### config.mk
export PLATFORM = sky130hd
export DESIGN_NAME = wt_cache_param
export DESIGN_NICKNAME = d
export VERILOG_FILES = /design/src/rtl/wt_cache_param.sv
export SDC_FILE = /design/constraint.sdc
export NUM_CORES = 1
export LEC_CHECK = 0
export BUFFER_PORTS_ARGS = -buffer_cell sky130_fd_sc_hd__buf_4
export CAP_MARGIN = 15
export CORE_ASPECT_RATIO = 0.8
export CORE_MARGIN = 2
export CORE_UTILIZATION = 36
export CTS_BUF_LIST = sky130_fd_sc_hd__clkbuf_16
export DETAILED_ROUTE_END_ITERATION = 6
export REMOVE_ABC_BUFFERS = 1
export SKIP_CTS_REPAIR_TIMING = 1
export SLEW_MARGIN = 10
export SYNTH_ARGS = -nofsm -noshare
export SYNTH_HDL_FRONTEND = slang
export SYNTH_SLANG_ARGS = --single-unit
### constraint.sdc
create_clock -name clk -period 6.1 [get_ports clk]
set_input_delay 0.61 -clock clk [delete_from_list [all_inputs] [get_ports clk]]
set_output_delay 0.61 -clock clk [all_outputs]
set_load 0.02 [all_outputs]
### src/rtl/wt_cache_param.sv
// Direct-mapped write-through, write-no-allocate cache with a posted-write FIFO.
// Atomic requests bypass the array after draining the FIFO.
module wt_cache_param #(
  parameter int DATA_W     = 32,
  parameter int ADDR_W     = 32,
  parameter int INDEX_W    = 4,
  parameter int FIFO_DEPTH = 4
) (
  input  logic              clk,
  input  logic              clr_n,
  input  logic [ADDR_W-1:0] cpu_addr,
  input  logic [DATA_W-1:0] cpu_data_w,
  input  logic              cpu_read,
  input  logic              cpu_write,
  input  logic              cpu_atomic,
  output logic              cpu_wait,
  output logic [DATA_W-1:0] cpu_data_r,
  input  logic              inval,
  output logic [ADDR_W-1:0] ram_addr,
  output logic [DATA_W-1:0] ram_data_w,
  output logic              ram_read,
  output logic              ram_write,
  output logic              ram_atomic,
  input  logic              ram_wait,
  input  logic [DATA_W-1:0] ram_data_r,
  output logic [2:0]        dbg_state
);

  localparam int TAG_W = ADDR_W - INDEX_W;
  localparam int LINES = 1 << INDEX_W;
  localparam int PTR_W = $clog2(FIFO_DEPTH);
  localparam logic [PTR_W:0] PTR_ONE = 1;

  typedef enum logic [2:0] {IDLE, DRAIN, FILL, ATOM, RESP} state_t;
  state_t state_q, state_d;

  logic [LINES-1:0]  valid_q;
  logic [TAG_W-1:0]  tag_mem  [LINES];
  logic [DATA_W-1:0] data_mem [LINES];
  logic [ADDR_W-1:0] fifo_addr [FIFO_DEPTH];
  logic [DATA_W-1:0] fifo_data [FIFO_DEPTH];
  logic [PTR_W:0]    wr_ptr, rd_ptr;
  logic [DATA_W-1:0] atom_q;

  logic [INDEX_W-1:0] index;
  logic [TAG_W-1:0]   tag;
  logic hit, req, empty, full;
  logic fifo_push, fifo_pop, fill_done, atom_done, atom_inval, wr_hit;

  assign index = cpu_addr[INDEX_W-1:0];
  assign tag   = cpu_addr[ADDR_W-1:INDEX_W];
  assign hit   = valid_q[index] && (tag_mem[index] == tag);
  assign req   = cpu_read || cpu_write;
  assign empty = (wr_ptr == rd_ptr);
  assign full  = (wr_ptr[PTR_W] != rd_ptr[PTR_W]) &&
                 (wr_ptr[PTR_W-1:0] == rd_ptr[PTR_W-1:0]);
  assign dbg_state = state_q;

  // Both sides use the same handshake: a strobe is held with stable address and
  // data, and the transfer happens on the rising edge where the wait input is low.
  always_comb begin
    state_d    = state_q;
    cpu_wait   = 1'b0;
    cpu_data_r = '0;
    ram_addr   = '0;
    ram_data_w = '0;
    ram_read   = 1'b0;
    ram_write  = 1'b0;
    ram_atomic = 1'b0;
    fifo_push  = 1'b0;
    fifo_pop   = 1'b0;
    fill_done  = 1'b0;
    atom_done  = 1'b0;
    atom_inval = 1'b0;
    wr_hit     = 1'b0;

    if ((state_q == IDLE || state_q == DRAIN) && !empty) begin
      ram_write  = 1'b1;
      ram_addr   = fifo_addr[rd_ptr[PTR_W-1:0]];
      ram_data_w = fifo_data[rd_ptr[PTR_W-1:0]];
      fifo_pop   = !ram_wait;
    end

    case (state_q)
      IDLE: begin
        if (cpu_write && !cpu_atomic) begin
          // A full FIFO still accepts when its head retires on the same edge.
          cpu_wait  = full && !fifo_pop;
          fifo_push = !cpu_wait;
          wr_hit    = fifo_push && hit;
        end else if (req) begin
          if (!cpu_atomic && hit) begin
            cpu_data_r = data_mem[index];
          end else begin
            cpu_wait = 1'b1;
            state_d  = DRAIN;
          end
        end
      end
      DRAIN: begin
        cpu_wait = req;
        if (!req) begin
          state_d = IDLE;
        end else if (empty) begin
          if (cpu_atomic) begin
            state_d    = ATOM;
            atom_inval = cpu_write && hit;
          end else begin
            state_d = cpu_write ? IDLE : FILL;
          end
        end
      end
      FILL: begin
        cpu_wait = req;
        ram_read = 1'b1;
        ram_addr = cpu_addr;
        if (!ram_wait) begin
          fill_done = 1'b1;
          state_d   = IDLE;
        end
      end
      ATOM: begin
        cpu_wait   = req;
        ram_atomic = 1'b1;
        ram_addr   = cpu_addr;
        if (cpu_write) begin
          ram_write  = 1'b1;
          ram_data_w = cpu_data_w;
        end else begin
          ram_read = 1'b1;
        end
        if (!ram_wait) begin
          atom_done = 1'b1;
          state_d   = RESP;
        end
      end
      RESP: begin
        cpu_data_r = atom_q;
        state_d    = IDLE;
      end
      default: state_d = IDLE;
    endcase
  end

  always_ff @(posedge clk or negedge clr_n) begin
    if (!clr_n) begin
      state_q <= IDLE;
      valid_q <= '0;
      wr_ptr  <= '0;
      rd_ptr  <= '0;
      atom_q  <= '0;
    end else begin
      state_q <= state_d;
      if (fifo_push) wr_ptr <= wr_ptr + PTR_ONE;
      if (fifo_pop)  rd_ptr <= rd_ptr + PTR_ONE;
      if (atom_done) atom_q <= ram_data_r;
      // Global invalidate wins, so a fill landing on the same edge stays invalid.
      if (inval)           valid_q        <= '0;
      else if (fill_done)  valid_q[index] <= 1'b1;
      else if (atom_inval) valid_q[index] <= 1'b0;
    end
  end

  always_ff @(posedge clk) begin
    if (fifo_push) begin
      fifo_addr[wr_ptr[PTR_W-1:0]] <= cpu_addr;
      fifo_data[wr_ptr[PTR_W-1:0]] <= cpu_data_w;
    end
    if (fill_done) begin
      data_mem[index] <= ram_data_r;
      tag_mem[index]  <= tag;
    end else if (wr_hit) begin
      data_mem[index] <= cpu_data_w;
    end
  end

endmodule

==> impl_metrics.env <==
export IMPL_maxSlewViolCount=0
export IMPL_synth_compound_area_share=0.03707
export IMPL_clockRootBuffer="clkbuf_16"
export IMPL_yosysSeqAreaShare=0.7440
export IMPL_fill_cells=12191
export IMPL_synthTopCellsByCount="edfxtp_1 (1216), mux4_2 (300), mux2i_1 (110)"
export IMPL_via_per_inst=5.581
export IMPL_clock_skew_final_ps=38.39
export IMPL_r2r_cells=6
export IMPL_r2r_slack_ps=2310
export IMPL_crit_start="cpu_addr[3]"
export IMPL_cts_clk_slew_worst_paths_ps=60
export IMPL_core_um2=140700
export IMPL_drtIter0Drc=2954
export IMPL_fmax_ghz=0.1865
export IMPL_status="finished clean"
export IMPL_num_rows=123
export IMPL_vias=26513
export IMPL_p_leak_uw=0.01968
export IMPL_yosysUniqueCellTypes=79
export IMPL_die_w_um=424.8
export IMPL_holdCritStartpoint="cpu_data_w[13]"
export IMPL_drcViolationCount=0
export IMPL_critPathArrivalTime_ps=4750
export IMPL_timing_rr_end="fifo_addr[0][29]"
export IMPL_worst_setup_path_end_kind="output pin"
export IMPL_muxShareOfSynthArea=0.1720
export IMPL_synth_top_cell_by_area="edfxtp_1"
export IMPL_stdcell_count=4751
export IMPL_die_area_um2=144700
export IMPL_synthAdderAreaFrac=0.001227
export IMPL_cts_tree="built"
export IMPL_grt_use_total=0.1875
export IMPL_dp_hpwl_um=79580
export IMPL_synth_main_ff_cell="edfxtp_1"
export IMPL_rr_startpoint="rd_ptr[1]"
export IMPL_drtAntennaViolNets=0
export IMPL_drive_above_1_share=0.3148
export IMPL_critical_path_max_fanout=44
export IMPL_synth_xor_area_frac=0.005152
export IMPL_worstSkewPairLatency_ps=770
export IMPL_io_buffers=205
export IMPL_area_growth_pct=16.88
export IMPL_place_area_um2=55350
export IMPL_setup_viol=0
export IMPL_rsz0062_at_grt="false"
export IMPL_synth_top_family_by_area="multiplexers"
export IMPL_wl_um=136300
export IMPL_cts_buffer_depth=3
export IMPL_ys_ff_latch=1273
export IMPL_post_route_min_period_ps=5362
export IMPL_synthArstFlopShare=0.04478
export IMPL_place_congestion=0.8891
export IMPL_synth_edf_count=1216
export IMPL_required_ps=5490
export IMPL_grt_ovfl_total=0
export IMPL_synth_area_per_cell_um2=20.48
export IMPL_die_h_um=340.6
export IMPL_yosys_warnings=0
export IMPL_placed_cells=4510
export IMPL_path_class="in -> out"
export IMPL_grt_antenna_before_repair=9
export IMPL_grt_first_pass_wirelength_um=195300
export IMPL_peakVddDrop_uv=279.4
export IMPL_period_share=0.8790
export IMPL_synthSimpleGateAreaFrac=0.02250
export IMPL_slew_headroom=0.2295
export IMPL_htree_levels=4
export IMPL_nets=2879
export IMPL_p_per_area_nw_per_um2=370.9
export IMPL_max_cap_violations=0
export IMPL_clock_sinks=1273
export IMPL_synth_most_common_cell="edfxtp_1"
export IMPL_cp_endpoint="cpu_wait"
export IMPL_start_util=0.3626
export IMPL_grt_pass1_vias=27000
export IMPL_cts_made_buffers=131
export IMPL_synthTopCellsByArea="edfxtp_1 (72%), mux4_2 (13%), dfrtp_1 (2.8%)"
export IMPL_synth_top_area_frac=0.7160
export IMPL_tightest_slew_ps=1156
export IMPL_start_kind="input pin"
export IMPL_io_pins=206
export IMPL_synthCells=2490
export IMPL_wire_per_inst_um=28.69
export IMPL_final_cell_area_um2=59610
export IMPL_drtPass1Iterations=5
export IMPL_grt_max_degree=90
export IMPL_synth_cell_area_um2=51000
export IMPL_final_core_util=0.4238
export IMPL_min_path_type="in -> reg"
export IMPL_hold_viol=0
-- cell type report --
| type | instances | area (um2) | area share |
|---|---|---|---|
| Antenna cell | 4 | 10.01 | 0.0001679 |
| Tap cell | 1875 | 2346 | 0.03936 |
| Multi-Input combinational cell | 1026 | 12440 | 0.2086 |
| Inverter | 49 | 185.2 | 0.003107 |
| Timing Repair Buffer | 290 | 2490 | 0.04177 |
| Sequential cell | 1273 | 37950 | 0.6366 |
| Clock inverter | 101 | 863.3 | 0.01448 |
| Clock buffer | 133 | 3328 | 0.05583 |
-- where the power goes --
part	total (uW)	internal [uW]	leakage [uW]	switching, uW
logic	4160	1720	0.00586	2440
registers	10100	9900	0.0117	234
clock network	7810	4390	0.00215	3420
-- worst max-delay path, stage by stage --
cell,delay (ps)
buf_4,320
buf_4,650
mux4_2,420
mux2i_1,160
mux2i_1,100
xnor2_1,610
nand2_1,210
or3_1,420
nor4_1,610
a311oi_1,340
buf_4,250
-- per-stage QoR --
step	setup TNS [ps]	setup WS, ps	hold WS, ps	power [uW]
global placement	0	713.8	475.3	14460
detailed placement	0	792.4	485.9	14520
CTS	0	773.1	-311.1	22340
global route	0	708.0	46.63	22870
finish	0	738.4	69.93	22110
floorplan	-679000	-2263	314.4	12580
-- cells in the final DEF (no fill, tap or decap), drive strengths merged, types with 8 or more instances in the layout --
cell / Yosys / routed
mux2: 80 / 80
nor3: 15 / 15
buf: 84 / 289
nor2: 61 / 61
clkinv: 0 / 49
a22o: 57 / 57
bufinv: 0 / 9
nand2: 92 / 92
dfrtp: 57 / 57
o21ai: 62 / 62
mux4: 300 / 300
clkbuf: 58 / 133
nand3: 15 / 15
a22oi: 24 / 24
and2: 10 / 10
xor2: 15 / 15
nor2b: 11 / 11
nand4: 8 / 8
edfxtp: 1216 / 1216
a311oi: 12 / 12
a21oi: 22 / 22
inv: 49 / 87
xnor2: 15 / 15
mux2i: 110 / 110
-- worst min path at each step --
stage | to | cells after the start
finish | fifo_data[2][13] | 1
global route | fifo_data[2][13] | 1
CTS | atom_q[7] | 1
detailed placement | rd_ptr[2] | 1
global placement | wr_ptr[2] | 1
floorplan | atom_q[0] | 0
-- state kept, by name, indices dropped and copies added (netlist names) --
signal,count
rd_ptr,3
fifo_data,128
tag_mem,448
atom_q,32
wr_ptr,3
valid_q,16
fifo_addr,128
dbg_state,3
data_mem,512
-- per-layer routing --
metal,part of all wire,vias up,routed length [um],track usage
met4,0.026,0,3589,0.05962
met2,0.47,1186,64400,0.2949
met3,0.076,202,10380,0.03476
met5,0,-,0,0
li1,-,10898,-,-
met1,0.42,14227,57930,0.2651
-- cells by family after synthesis --
| logic type | after synthesis |
|---|---|
| fa+ha+maj | 5 |
| compound gates | 257 |
| xor+xnor | 30 |
| flops | 1273 |
| simple gates | 244 |
| mux | 490 |
| buf+inv | 191 |
(Power assumes the default switching activity.)
